===== src/rtl/serial_rcv_block.sv =====
// Asynchronous serial frame receiver: start/data/stop framing, mid-bit sampling,
// ready/read handshake with overrun and framing status.
//
// state | meaning
// IDLE  | waiting for a falling edge on the synchronized line
// START | timing to mid start bit, rejecting glitches
// DATA  | sampling NUM_BITS data bits, one per bit period
// STOP  | timing to mid stop bit
// LOAD  | single cycle: commit word or flag framing error
module serial_rcv_block #(
    parameter int NUM_BITS     = 8,
    parameter int CLKS_PER_BIT = 10,
    parameter bit SHIFT_MSB    = 1'b0
) (
    input  logic                clk,
    input  logic                rst,
    input  logic                serial_in,
    input  logic                data_read,
    output logic [NUM_BITS-1:0] rx_data,
    output logic                data_ready,
    output logic                overrun_error,
    output logic                framing_error
);

    localparam int H  = CLKS_PER_BIT / 2;
    localparam int CW = $clog2(CLKS_PER_BIT);
    localparam int BW = $clog2(NUM_BITS + 1);

    localparam logic [CW-1:0] CNT_HALF = CW'(H - 1);
    localparam logic [CW-1:0] CNT_BIT  = CW'(CLKS_PER_BIT - 1);
    localparam logic [BW-1:0] BIT_LAST = BW'(NUM_BITS - 1);

    typedef enum logic [2:0] {
        IDLE,
        START,
        DATA,
        STOP,
        LOAD
    } state_t;

    state_t state, state_nxt;

    logic                sync1;
    logic                s;
    logic                s_prev;
    logic [CW-1:0]       cyc_cnt;
    logic [BW-1:0]       bit_cnt;
    logic [NUM_BITS-1:0] shifter;
    logic                stop_bit;

    logic                cnt_tc;
    logic                fall;
    logic                cyc_load;
    logic [CW-1:0]       cyc_load_val;
    logic                shift_en;
    logic                stop_capture;

    assign cnt_tc = (cyc_cnt == '0);
    assign fall   = ~s & s_prev;

    always_ff @(posedge clk) begin
        if (rst) begin
            sync1  <= 1'b1;
            s      <= 1'b1;
            s_prev <= 1'b1;
        end else begin
            sync1  <= serial_in;
            s      <= sync1;
            s_prev <= s;
        end
    end

    always_ff @(posedge clk) begin
        if (rst) begin
            state <= IDLE;
        end else begin
            state <= state_nxt;
        end
    end

    always_comb begin
        state_nxt    = state;
        cyc_load     = 1'b0;
        cyc_load_val = CNT_BIT;
        shift_en     = 1'b0;
        stop_capture = 1'b0;
        case (state)
            IDLE: begin
                if (fall) begin
                    state_nxt    = START;
                    cyc_load     = 1'b1;
                    cyc_load_val = CNT_HALF;
                end
            end
            START: begin
                if (cnt_tc) begin
                    if (s) begin
                        state_nxt = IDLE;
                    end else begin
                        state_nxt = DATA;
                        cyc_load  = 1'b1;
                    end
                end
            end
            DATA: begin
                if (cnt_tc) begin
                    shift_en = 1'b1;
                    cyc_load = 1'b1;
                    if (bit_cnt == BIT_LAST) begin
                        state_nxt = STOP;
                    end
                end
            end
            STOP: begin
                if (cnt_tc) begin
                    stop_capture = 1'b1;
                    state_nxt    = LOAD;
                end
            end
            LOAD: begin
                state_nxt = IDLE;
            end
            default: begin
                state_nxt = IDLE;
            end
        endcase
    end

    // Down-counter; sits at zero once it reaches terminal count until reloaded.
    always_ff @(posedge clk) begin
        if (rst) begin
            cyc_cnt <= '0;
            bit_cnt <= '0;
        end else begin
            if (cyc_load) begin
                cyc_cnt <= cyc_load_val;
            end else if (state == IDLE) begin
                cyc_cnt <= '0;
            end else if (!cnt_tc) begin
                cyc_cnt <= cyc_cnt - 1'b1;
            end

            if (state == IDLE) begin
                bit_cnt <= '0;
            end else if (shift_en) begin
                bit_cnt <= bit_cnt + 1'b1;
            end
        end
    end

    always_ff @(posedge clk) begin
        if (rst) begin
            shifter  <= '0;
            stop_bit <= 1'b0;
        end else begin
            if (shift_en) begin
                if (SHIFT_MSB) begin
                    shifter <= {shifter[NUM_BITS-2:0], s};
                end else begin
                    shifter <= {s, shifter[NUM_BITS-1:1]};
                end
            end
            if (stop_capture) begin
                stop_bit <= s;
            end
        end
    end

    // A valid load takes priority over a coincident data_read.
    always_ff @(posedge clk) begin
        if (rst) begin
            rx_data       <= '1;
            data_ready    <= 1'b0;
            overrun_error <= 1'b0;
            framing_error <= 1'b0;
        end else if (state == LOAD && stop_bit) begin
            rx_data       <= shifter;
            framing_error <= 1'b0;
            data_ready    <= 1'b1;
            if (data_ready && !data_read) begin
                overrun_error <= 1'b1;
            end
        end else begin
            if (state == LOAD) begin
                framing_error <= 1'b1;
            end
            if (data_read) begin
                data_ready    <= 1'b0;
                overrun_error <= 1'b0;
            end
        end
    end

endmodule


===== config.mk =====
export PLATFORM = sky130hd
export DESIGN_NAME = serial_rcv_block
export DESIGN_NICKNAME = d
export VERILOG_FILES = /design/src/rtl/serial_rcv_block.sv
export SDC_FILE = /design/constraint.sdc
export NUM_CORES = 1
export LEC_CHECK = 0
export ABC_AREA = 1
export BUFFER_PORTS_ARGS = -buffer_cell sky130_fd_sc_hd__buf_2
export CAP_MARGIN = 20
export CORE_UTILIZATION = 45
export CTS_BUF_LIST = sky130_fd_sc_hd__clkbuf_4 sky130_fd_sc_hd__clkbuf_8
export DETAILED_ROUTE_END_ITERATION = 8
export PLACE_DENSITY = 0.72
export SYNTH_ARGS = -nofsm -noshare
export SYNTH_HDL_FRONTEND = slang
export SYNTH_SLANG_ARGS = --single-unit

===== constraint.sdc =====
create_clock -name clk -period 2.7 [get_ports clk]
set_clock_uncertainty 0.2 [all_clocks]
set_input_delay 0.135 -clock clk [delete_from_list [all_inputs] [get_ports clk]]
set_output_delay 0.135 -clock clk [all_outputs]
set_load 0.02 [all_outputs]

==> out/qor.csv, run 1 <==
stage,metric,value,unit
setup_path,crit-path cells,"inv_1, nor3_2, nand2_1, a21oi_1, dlygate4sd3_1",
cts,CTS Buf Count,5,
finish,share of layout cells above drive strength 1,0.1429,
synthesis,Synth warnings,0,
setup_path,CP Capture Point,data_ready,
setup_path,CP Launch Type,flop,
synthesis,register area share after synthesis,0.4875,
setup_path,Worst Path Required,2.80,ns
flow_run,max-cap violations,0,
finish,Post-Layout Inst Area,1594,um2
setup_path,crit path from,state[2],
cts,postcts setup bufs,0,
setup_path,reg-to-reg startpoint,state[2],
synthesis,"Net Count, Synth",195,
detailed_routing,# DRC,0,
cts,CTS tree,built,
timing,slew margin rel.,0.5919,
detailed_routing,via count,1222,
finish,Layout Nets,216,
timing,actual slew at the worst max-slew pin,0.6115,ns
pwr,leakage power,0.7124,nW
detailed_routing,Total Wirelength,2785,um
cts,Max Buffers Root-to-Sink,2,
global_route,vias in the first global route,1123,
finish,"commonest non-fill, non-tap cells in the layout","39 x nand2_1, 34 x dfxtp_1, 33 x nor2_1",
pwr,Pwr Density,887.4,nW/um2
cts,CTS root buf,clkbuf_4,
placed_design,Area after DPL,1480,um2
die,IO Count,15,
setup_path,CP max stage delay,0.56,ns
cts,clock-pin slew on the worst setup and hold paths,0.10,ns
die,area of the core,2853,um2
timing,RSZ-0062 raised after global routing,no,
setup_path,Critical Path Fanout Max,12,
timing,minimum clock period,1.930,ns
detailed_routing,met3 routed WL,90,um
detailed_routing,Pre-Repair DR Iteration Count,4,
detailed_routing,antenna-violating nets left,0,
detailed_routing,Highest Signal Layer,met4,
global_route,antenna violations before repair,0,
global_route,global-route wire length before repair,4795,um
synthesis,Cells after Synth,188,
pwr,VDD IR max,0.0003553,V
synthesis,mapped cell area,1396,um2
setup_path,reg2reg path depth,5,
global_route,gr usage total,0.1927,
cts,clk sinks,34,
synthesis,Synth Area per Inst,7.427,um2
finish,P&R area growth vs syn,14.16,%
synthesis,synth unique cells,25,
setup_path,kind of critical path,reg -> reg,
detailed_routing,Met1 Wirelength,1319,um
timing,period utilization,0.7148,
detailed_routing,First DRT Iteration DRCs,68,
outcome,status,finished clean,
timing,total negative slack,0,ns
worst_hold_path,HP Class,reg -> reg,
detailed_routing,metal2 WL,1304,um
timing,Final Hold Viols,0,
synthesis,number of synthesized register bits,34,
finish,antenna fix cells,0,
cts,H-tree depth,2,
placed_design,DP Wirelength,1958,um
timing,"Slew Viols, Final",0,
die,Initial Util,0.4895,
global_route,Congestion Overflow GR,0,
setup_path,CP arrival,2.03,ns
setup_path,reg2reg setup slack,0.77,ns
die,Die Wd,57.71,um
die,die area,3330,um2
setup_path,CP Capture Type,flop,
placed_design,number of I/O port buffers,14,
global_route,largest net degree at the start of global routing,24,
detailed_routing,routed vias/inst,5.071,
finish,"most common cell after layout, fill and taps aside",nand2_1,
die,Die Y,57.71,um
cts,worst skew pair latency,0.35,ns
timing,hold slack final,0.2265,ns
die,# rows,19,
pwr,Final Total Pwr,1.415,mW
placed_design,GP Congestion,0.8693,
timing,Final Setup Violations,0,
detailed_routing,wire per inst,11.56,um
setup_path,slowest library cell on the worst path,dlygate4sd3_1,
timing,Fmax achieved,518.1,MHz
setup_path,end of the worst register-to-register path,data_ready,
[what timing repair did]
| item | in CTS | in global routing |
|---|---|---|
| gates resized for setup | 0 | 0 |
| hold buffers | 5 | 0 |
| endpoints found under the hold margin | 6 | 0 |
| setup endpoints to repair | 0 | 0 |
[power breakdown]
part	leakage, nW	internal, mW	switching, mW
clock network	0.0343	0.125	0.178
logic	0.402	0.167	0.304
registers	0.277	0.580	0.0602
[flip-flops by register name, indices dropped and copies added, names as in the netlist, 3 cells and up]
signal and count:
rx_data 8, shifter 8, bit_cnt 4, cyc_cnt 4
state 3
[area by class of cell]
type	count	area, um2
clock inverters	2	12.51
multi-input cells	132	626.9
well taps	31	38.79
repair buffers	19	120.1
fillers	270	1259
clock buffers	6	51.30
inverters	17	63.81
flip-flops and latches	34	680.7
[critical path, delay by kind of cell (launching register included)]
family	cells	cell delay [ns]
AO/OA/AOI/OAI	1	0.22
buffers and inverters	2	0.67
flip-flops	1	0.36
AND/OR/NAND/NOR	2	0.43
[metrics by stage]
| stage | setup WS, ns | util | instances |
|---|---|---|---|
| 6_report | 0.7700 | 0.5588 | 241 |
| 2_1_floorplan | 1.193 | - | 188 |
| 5_1_grt | 0.6436 | 0.5588 | 241 |
| 3_5_place_dp | 0.9233 | 0.5189 | 228 |
| 4_1_cts | 0.8168 | 0.5588 | 241 |
| 3_3_place_gp | 1.002 | 0.5189 | 228 |
[per-layer routing]
| metal | vias to the layer above | GRT usage |
|---|---|---|
| li1 | 648 | - |
| met1 | 545 | 0.2252 |
| met2 | 20 | 0.3106 |
| met3 | 9 | 0.06250 |
| met4 | 0 | 0.1122 |
| met5 | - | 0 |
[cells by family (layout without fill, tap and decap cells)]
group,after synthesis,count (layout),share of synthesized area
buffers and inverters,22,44,0.06361
AO/OA/AOI/OAI,25,25,0.09140
XOR/XNOR,1,1,0.006274
adder cells (fa/ha/maj),3,3,0.02688
AND/OR/NAND/NOR,103,103,0.3244
flip-flops,34,34,0.4875
[cells in the mapped netlist (all sizes together)]
cell type | n | share of area
buf | 2 | 0.0090
clkinv | 1 | 0.0027
dfxtp | 34 | 0.49
and2 | 1 | 0.0045
clkbuf | 3 | 0.0090
nand3 | 18 | 0.068
nand4 | 4 | 0.018
inv | 16 | 0.043
a21boi | 1 | 0.0054
ha | 3 | 0.027
o21ai | 17 | 0.061
nand2 | 40 | 0.11
or2 | 2 | 0.0090
xnor2 | 1 | 0.0063
nor3 | 3 | 0.014
nor2 | 35 | 0.10
a21oi | 7 | 0.025
[how the worst min path moves through the flow]
stage | startpoint | endpoint | slack [ns] | cells past startpoint
finish | sync1 | s | 0.23 | 1
global route | sync1 | s | 0.24 | 1
CTS | sync1 | s | 0.23 | 1
detailed placement | serial_in | sync1 | 0.12 | 2
global placement | serial_in | sync1 | 0.12 | 2
floorplan | rst | data_ready | 0.004 | 1
Note: power is estimated with default switching activity, not from simulation.
==> inputs of run 2 (changes only) <==
--- a/config.mk
+++ b/config.mk
@@ -11,7 +11,7 @@
 export CORE_UTILIZATION = 45
 export CTS_BUF_LIST = sky130_fd_sc_hd__clkbuf_4 sky130_fd_sc_hd__clkbuf_8
 export DETAILED_ROUTE_END_ITERATION = 8
-export PLACE_DENSITY = 0.72
+export PLACE_DENSITY = 0.74
 export SYNTH_ARGS = -nofsm -noshare
 export SYNTH_HDL_FRONTEND = slang
 export SYNTH_SLANG_ARGS = --single-unit
==> constraint.sdc (replaced) <==
create_clock -name clk -period 1.7 [get_ports clk]
set_clock_uncertainty 0.2 [all_clocks]
set_input_delay 0.085 -clock clk [delete_from_list [all_inputs] [get_ports clk]]
set_output_delay 0.085 -clock clk [all_outputs]
set_load 0.02 [all_outputs]
==> run 2 against run 1 <==
Net effect:
- sequential cell count stayed put
- first-iteration DRC count is 16% lower
- sequential power is 58% higher
- worst hold slack better by 0.0077 ns
- clock power is 59% higher
- die area stayed put
- global-route usage is 1.3 points lower
- largest cell class unchanged
==> out/qor.csv, run 2 (synthesis gave the netlist of run 1 again) <==
stage,metric,value,unit,change
outcome,status,finished clean,,
pwr,Pwr Density,1404,nW/um2,+58%
detailed_routing,Pre-Repair DR Iteration Count,4,,unchanged
setup_path,Critical Path Fanout Max,8,,-4
die,IO Count,15,,unchanged
placed_design,GP Congestion,0.8739,,+0.53%
cts,postcts setup bufs,0,,unchanged
die,Initial Util,0.4895,,unchanged
global_route,antenna violations before repair,0,,unchanged
timing,total negative slack,0,ns,unchanged
global_route,largest net degree at the start of global routing,17,,-29%
pwr,Flop pwr share,0.446,,-0.007
setup_path,kind of critical path,in -> reg,,
cts,Max Buffers Root-to-Sink,2,,unchanged
cts,CTS root buf,clkbuf_4,,
placed_design,DP Wirelength,1845,um,-5.7%
detailed_routing,First DRT Iteration DRCs,57,,-16%
setup_path,most frequent CP cell,dlygate4sd3_1,,
cts,worst skew pair latency,0.34,ns,about the same
die,area of the core,2853,um2,unchanged
finish,share of layout cells above drive strength 1,0.1636,,+0.02069
setup_path,CP Capture Type,flop,,
pwr,leakage power,0.7332,nW,+2.9%
flow_run,max-cap violations,0,,unchanged
pwr,NetSw,0.8391,mW,+55%
cts,CTS Buf Count,5,,unchanged
cts,H-tree depth,2,,unchanged
global_route,met3 Track Usage GR,0.07366,,+0.01116
global_route,met2 usage,0.2558,,-0.05482
timing,"Slew Viols, Final",0,,unchanged
pwr,P_int,1.437,mW,+65%
die,Die Y,57.71,um,unchanged
pwr,Clock Power Share,0.212,,-0.002
finish,P&R area growth vs syn,16.13,%,
global_route,gr busiest metal,met2,,
cts,clock-pin slew on the worst setup and hold paths,0.10,ns,about the same
detailed_routing,# DRC,0,,unchanged
finish,Layout Nets,220,,+1.9%
cts,clk sinks,34,,unchanged
setup_path,Worst Path Required,1.73,ns,-1.07 ns
setup_path,slowest library cell on the worst path,dlygate4sd3_1,,
timing,Final Hold Viols,0,,unchanged
pwr,Sw Share,0.3687,,-0.01457
timing,actual slew at the worst max-slew pin,0.4164,ns,-0.1951 ns
pwr,VDD IR max,0.0008003,V,+130%
global_route,gr usage total,0.1797,,-0.01303
detailed_routing,Total Wirelength,2576,um,-7.5%
detailed_routing,via count,1204,,-1.5%
finish,"commonest non-fill, non-tap cells in the layout","39 x nand2_1, 34 x dfxtp_1, 33 x nor2_1",,
die,Die Wd,57.71,um,unchanged
detailed_routing,wire per inst,10.51,um,-9.0%
setup_path,crit-path cells,"dlygate4sd3_1, buf_2, or2_2, dlygate4sd3_1",,
finish,antenna fix cells,0,,unchanged
setup_path,CP Launch Type,primary input,,
cts,CTS tree,built,,
timing,period utilization,0.9511,,
pwr,Final Total Pwr,2.276,mW,+61%
die,# rows,19,,unchanged
global_route,global-route wire length before repair,4450,um,-7.2%
finish,Top Registers,"rx_data: 8 flops, shifter: 8 flops",,
timing,minimum clock period,1.617,ns,
timing,Final Setup Violations,0,,unchanged
pwr,Gate power share,0.343,,+0.010
global_route,Congestion Overflow GR,0,,unchanged
timing,hold slack final,0.2342,ns,+0.007670 ns
detailed_routing,routed vias/inst,4.914,,-3.1%
setup_path,CP max stage delay,0.55,ns,about the same
die,die area,3330,um2,unchanged
timing,slew margin rel.,0.7221,,+0.1302
global_route,vias in the first global route,1050,,-6.5%
timing,RSZ-0062 raised after global routing,yes,,
detailed_routing,antenna-violating nets left,0,,unchanged
setup_path,CP arrival,1.65,ns,-0.38 ns
worst_hold_path,HP Class,reg -> reg,,
global_route,grt met1 use,0.2384,,+0.01325
timing,Fmax achieved,618.5,MHz,
finish,"most common cell after layout, fill and taps aside",nand2_1,,
placed_design,number of I/O port buffers,14,,unchanged
==> run 2: worst paths after layout <==
path	start	endpoint	slack [ns]	depth (start not counted)
worst max-delay path	rst	sync1	0.08	4
worst max register to register	cyc_cnt[1]	shifter[3]	0.11	8
worst min register to register	sync1	s	0.23	1
worst min-delay path	sync1	s	0.23	1
==> run 2: layout make-up <==
type	count	area (um2)
repair buffers	23	147.6
flip-flops and latches	34	680.7
inverters	17	63.81
clock buffers	7	58.81
multi-input cells	132	626.9
clock inverters	1	5.005
well taps	31	38.79
fillers	266	1231
==> run 2: stage by stage <==
step,setup slack [ns],cell area (um2),util,cells
finish,0.08313,1622,0.5684,245
global route,-0.001043,1622,0.5684,245
CTS,0.06917,1622,0.5684,245
detailed placement,0.09234,1518,0.5320,233
global placement,0.1370,1518,0.5320,233
floorplan,0.1934,1396,-,188
==> run 2: what timing repair did <==
item	CTS	global route
hold buffers	4	0
hold endpoints to repair	9	0
gates resized for setup	0	4
endpoints found under the setup margin	0	4
==> run 2: power by group through the flow <==
stage	logic [mW]	clock network, mW	registers (mW)
floorplan	0.620	0	1.01
global placement	0.762	0	1.03
detailed placement	0.768	0	1.03
CTS	0.777	0.490	1.01
global route	0.896	0.538	1.04
finish	0.780	0.482	1.01
==> run 2: per-layer routing <==
metal / vias to the layer above / routed length, um
met5: - / 0
met4: 0 / 44
met3: 6 / 121
met2: 21 / 1108
met1: 521 / 1301
li1: 656 / -
==> run 2: critical path: cells and delay by family <==
kind	cells	cell delay (ns)
buffers and inverters	3	1.26
AND/OR/NAND/NOR	1	0.30
==> inputs of run 3 (changes only) <==
--- a/config.mk
+++ b/config.mk
@@ -6,12 +6,13 @@
 export NUM_CORES = 1
 export LEC_CHECK = 0
 export ABC_AREA = 1
+export ABC_CLOCK_PERIOD_IN_PS = 1700
 export BUFFER_PORTS_ARGS = -buffer_cell sky130_fd_sc_hd__buf_2
 export CAP_MARGIN = 20
-export CORE_UTILIZATION = 45
+export CORE_UTILIZATION = 50
 export CTS_BUF_LIST = sky130_fd_sc_hd__clkbuf_4 sky130_fd_sc_hd__clkbuf_8
 export DETAILED_ROUTE_END_ITERATION = 8
-export PLACE_DENSITY = 0.74
+export PLACE_DENSITY = 0.8
 export SYNTH_ARGS = -nofsm -noshare
 export SYNTH_HDL_FRONTEND = slang
 export SYNTH_SLANG_ARGS = --single-unit
==> run 3 against run 2 <==
Net effect:
- count of clock-buffer cells in the layout fell by 2
- via count up 4.3%
- clock power is 13% lower
- sequential cell count unchanged
- critical path type is now reg -> reg
- worst hold slack got worse by 0.0090 ns
- global-route usage rose by 3.7 points
- cell count did not move
==> out/qor.csv, run 3 (synthesis gave the netlist of run 1 again) <==
stage,metric,value,unit,change
outcome,status,finished clean,,
cts,CTS tree,built,,
setup_path,CP max stage delay,0.33,ns,-0.22 ns
global_route,vias in the first global route,1063,,+1.2%
finish,share of layout cells above drive strength 1,0.1767,,+0.01319
setup_path,reg-to-reg startpoint,cyc_cnt[1],,
finish,Layout Nets,222,,+0.91%
placed_design,DP Wirelength,2078,um,+13%
cts,worst skew pair latency,0.34,ns,about the same
detailed_routing,# DRC,0,,unchanged
setup_path,CP Capture Type,flop,,
die,Initial Util,0.5439,,+0.05439
die,Die Y,54.85,um,-5.0%
detailed_routing,routed vias/inst,5.127,,+4.3%
finish,P&R area growth vs syn,16.85,%,
cts,CTS Buf Count,5,,unchanged
finish,Final Core Density,0.6355,,+0.06706
die,area of the core,2567,um2,-10%
finish,Post-Layout Inst Area,1632,um2,+0.62%
die,die area,3008,um2,-9.7%
setup_path,crit path from,cyc_cnt[1],,
timing,period utilization,0.9479,,-0.003159
detailed_routing,via count,1256,,+4.3%
setup_path,"delay-heaviest family, CP",simple AND/OR/NAND/NOR gates,,
timing,minimum clock period,1.611,ns,-0.005371 ns
detailed_routing,wire per inst,11.98,um,+14%
finish,final std cells w/o fill,245,,unchanged
worst_hold_path,HP Class,reg -> reg,,
setup_path,Critical Path Fanout Max,6,,-2
detailed_routing,Pre-Repair DR Iteration Count,4,,unchanged
cts,H-tree depth,2,,unchanged
placed_design,number of I/O port buffers,14,,unchanged
placed_design,GP Congestion,0.7767,,-11%
global_route,antenna violations before repair,0,,unchanged
die,# rows,18,,-1
setup_path,CP arrival,1.65,ns,about the same
flow_run,max-cap violations,0,,unchanged
cts,clk sinks,34,,unchanged
global_route,gr usage total,0.2167,,+0.03700
setup_path,Worst Path Required,1.74,ns,about the same
placed_design,Area after DPL,1509,um2,-0.58%
setup_path,kind of critical path,reg -> reg,,
global_route,largest net degree at the start of global routing,17,,unchanged
timing,Final Hold Viols,0,,unchanged
pwr,leakage power,0.7370,nW,+0.52%
finish,antenna fix cells,0,,unchanged
timing,actual slew at the worst max-slew pin,0.4116,ns,-0.004808 ns
detailed_routing,First DRT Iteration DRCs,25,,-56%
placed_design,placed cell count,231,,-0.86%
die,IO Count,15,,unchanged
pwr,Pwr Density,1434,nW/um2,+2.2%
detailed_routing,antenna-violating nets left,0,,unchanged
timing,slew margin rel.,0.7253,,+0.003209
setup_path,crit-path cells,"inv_2, ha_2, nand2_1, nor2_4, buf_4, nand2_2, o21ai_0, nor2_1",,
cts,clock-pin slew on the worst setup and hold paths,0.10,ns,about the same
finish,Top Registers,"rx_data: 8 flops, shifter: 8 flops",,
setup_path,CP Launch Type,flop,,
pwr,VDD IR max,0.0008491,V,+6.1%
setup_path,Crit path buffers/inverters,2,,-1
timing,Final Setup Violations,0,,unchanged
worst_hold_path,Hold Crit Start,sync1,,
setup_path,slowest library cell on the worst path,dfxtp_1,,
timing,Fmax achieved,620.5,MHz,+0.33%
timing,"Slew Viols, Final",0,,unchanged
global_route,global-route wire length before repair,4471,um,+0.47%
cts,Max Buffers Root-to-Sink,2,,unchanged
cts,CTS root buf,clkbuf_4,,
global_route,Congestion Overflow GR,0,,unchanged
detailed_routing,Total Wirelength,2936,um,+14%
die,Die Wd,54.85,um,-5.0%
finish,"most common cell after layout, fill and taps aside",nand2_1,,
finish,"commonest non-fill, non-tap cells in the layout","39 x nand2_1, 34 x dfxtp_1, 33 x nor2_1",,
run 3: changes by cell type in the layout (fill, tap and decap cells not counted), sizes merged:
cell,before,now
buf,19,20
clkbuf,7,5
clkinv,2,3
nand2,40,41
run 3: worst paths after layout:
path | to | slack (ns) | depth (start not counted)
min reg2reg | s | 0.23 | 1
max reg2reg | shifter[5] | 0.09 | 8
min | s | 0.23 | 1
max | shifter[5] | 0.09 | 8
run 3: where the power goes:
group	leakage (nW)	internal, mW	switching (mW)	total (mW)
Combinational	0.430	0.360	0.544	0.904
Sequential	0.277	0.922	0.0981	1.02
Clock	0.0308	0.148	0.269	0.417
Total	0.737	1.43	0.911	2.34
run 3: final cells by class:
class	instances	area [um2]
clock buffers	5	37.54
clock inverters	2	10.01
fillers	222	935.9
inverters	17	66.31
multi-input cells	133	640.6
flip-flops and latches	34	680.7
well taps	30	37.54
repair buffers	24	158.9
run 3: through the flow:
stage / worst slack, ns / hold WS [ns] / total power [mW] / TNS (ns)
detailed placement: -0.008183 / 0.08419 / 1.805 / -0.01243
finish: 0.08850 / 0.2251 / 2.340 / 0
CTS: 0.01324 / 0.2316 / 2.241 / 0
floorplan: 0.1934 / -0.04593 / 1.631 / 0
global route: -0.005758 / 0.2580 / 2.507 / -0.01231
global placement: 0.1019 / 0.07238 / 1.762 / 0
run 3: per-layer routing:
layer  GRT usage  part of all wire  vias up
li1            -                 -      655
met1      0.2454              0.46      567
met2      0.3655              0.49       30
met3     0.07500             0.044        4
met4     0.08974             0.011        0
met5           0                 0        -
run 3: timing repair:
| item | in CTS | in global routing |
|---|---|---|
| cloned | 0 | 1 |
| hold buffers | 4 | 0 |
| pin swaps | 0 | 2 |
| endpoints found under the setup margin | 8 | 10 |
| hold endpoints to repair | 10 | 0 |
| setup buffers | 0 | 2 |
| gates resized for setup | 1 | 4 |
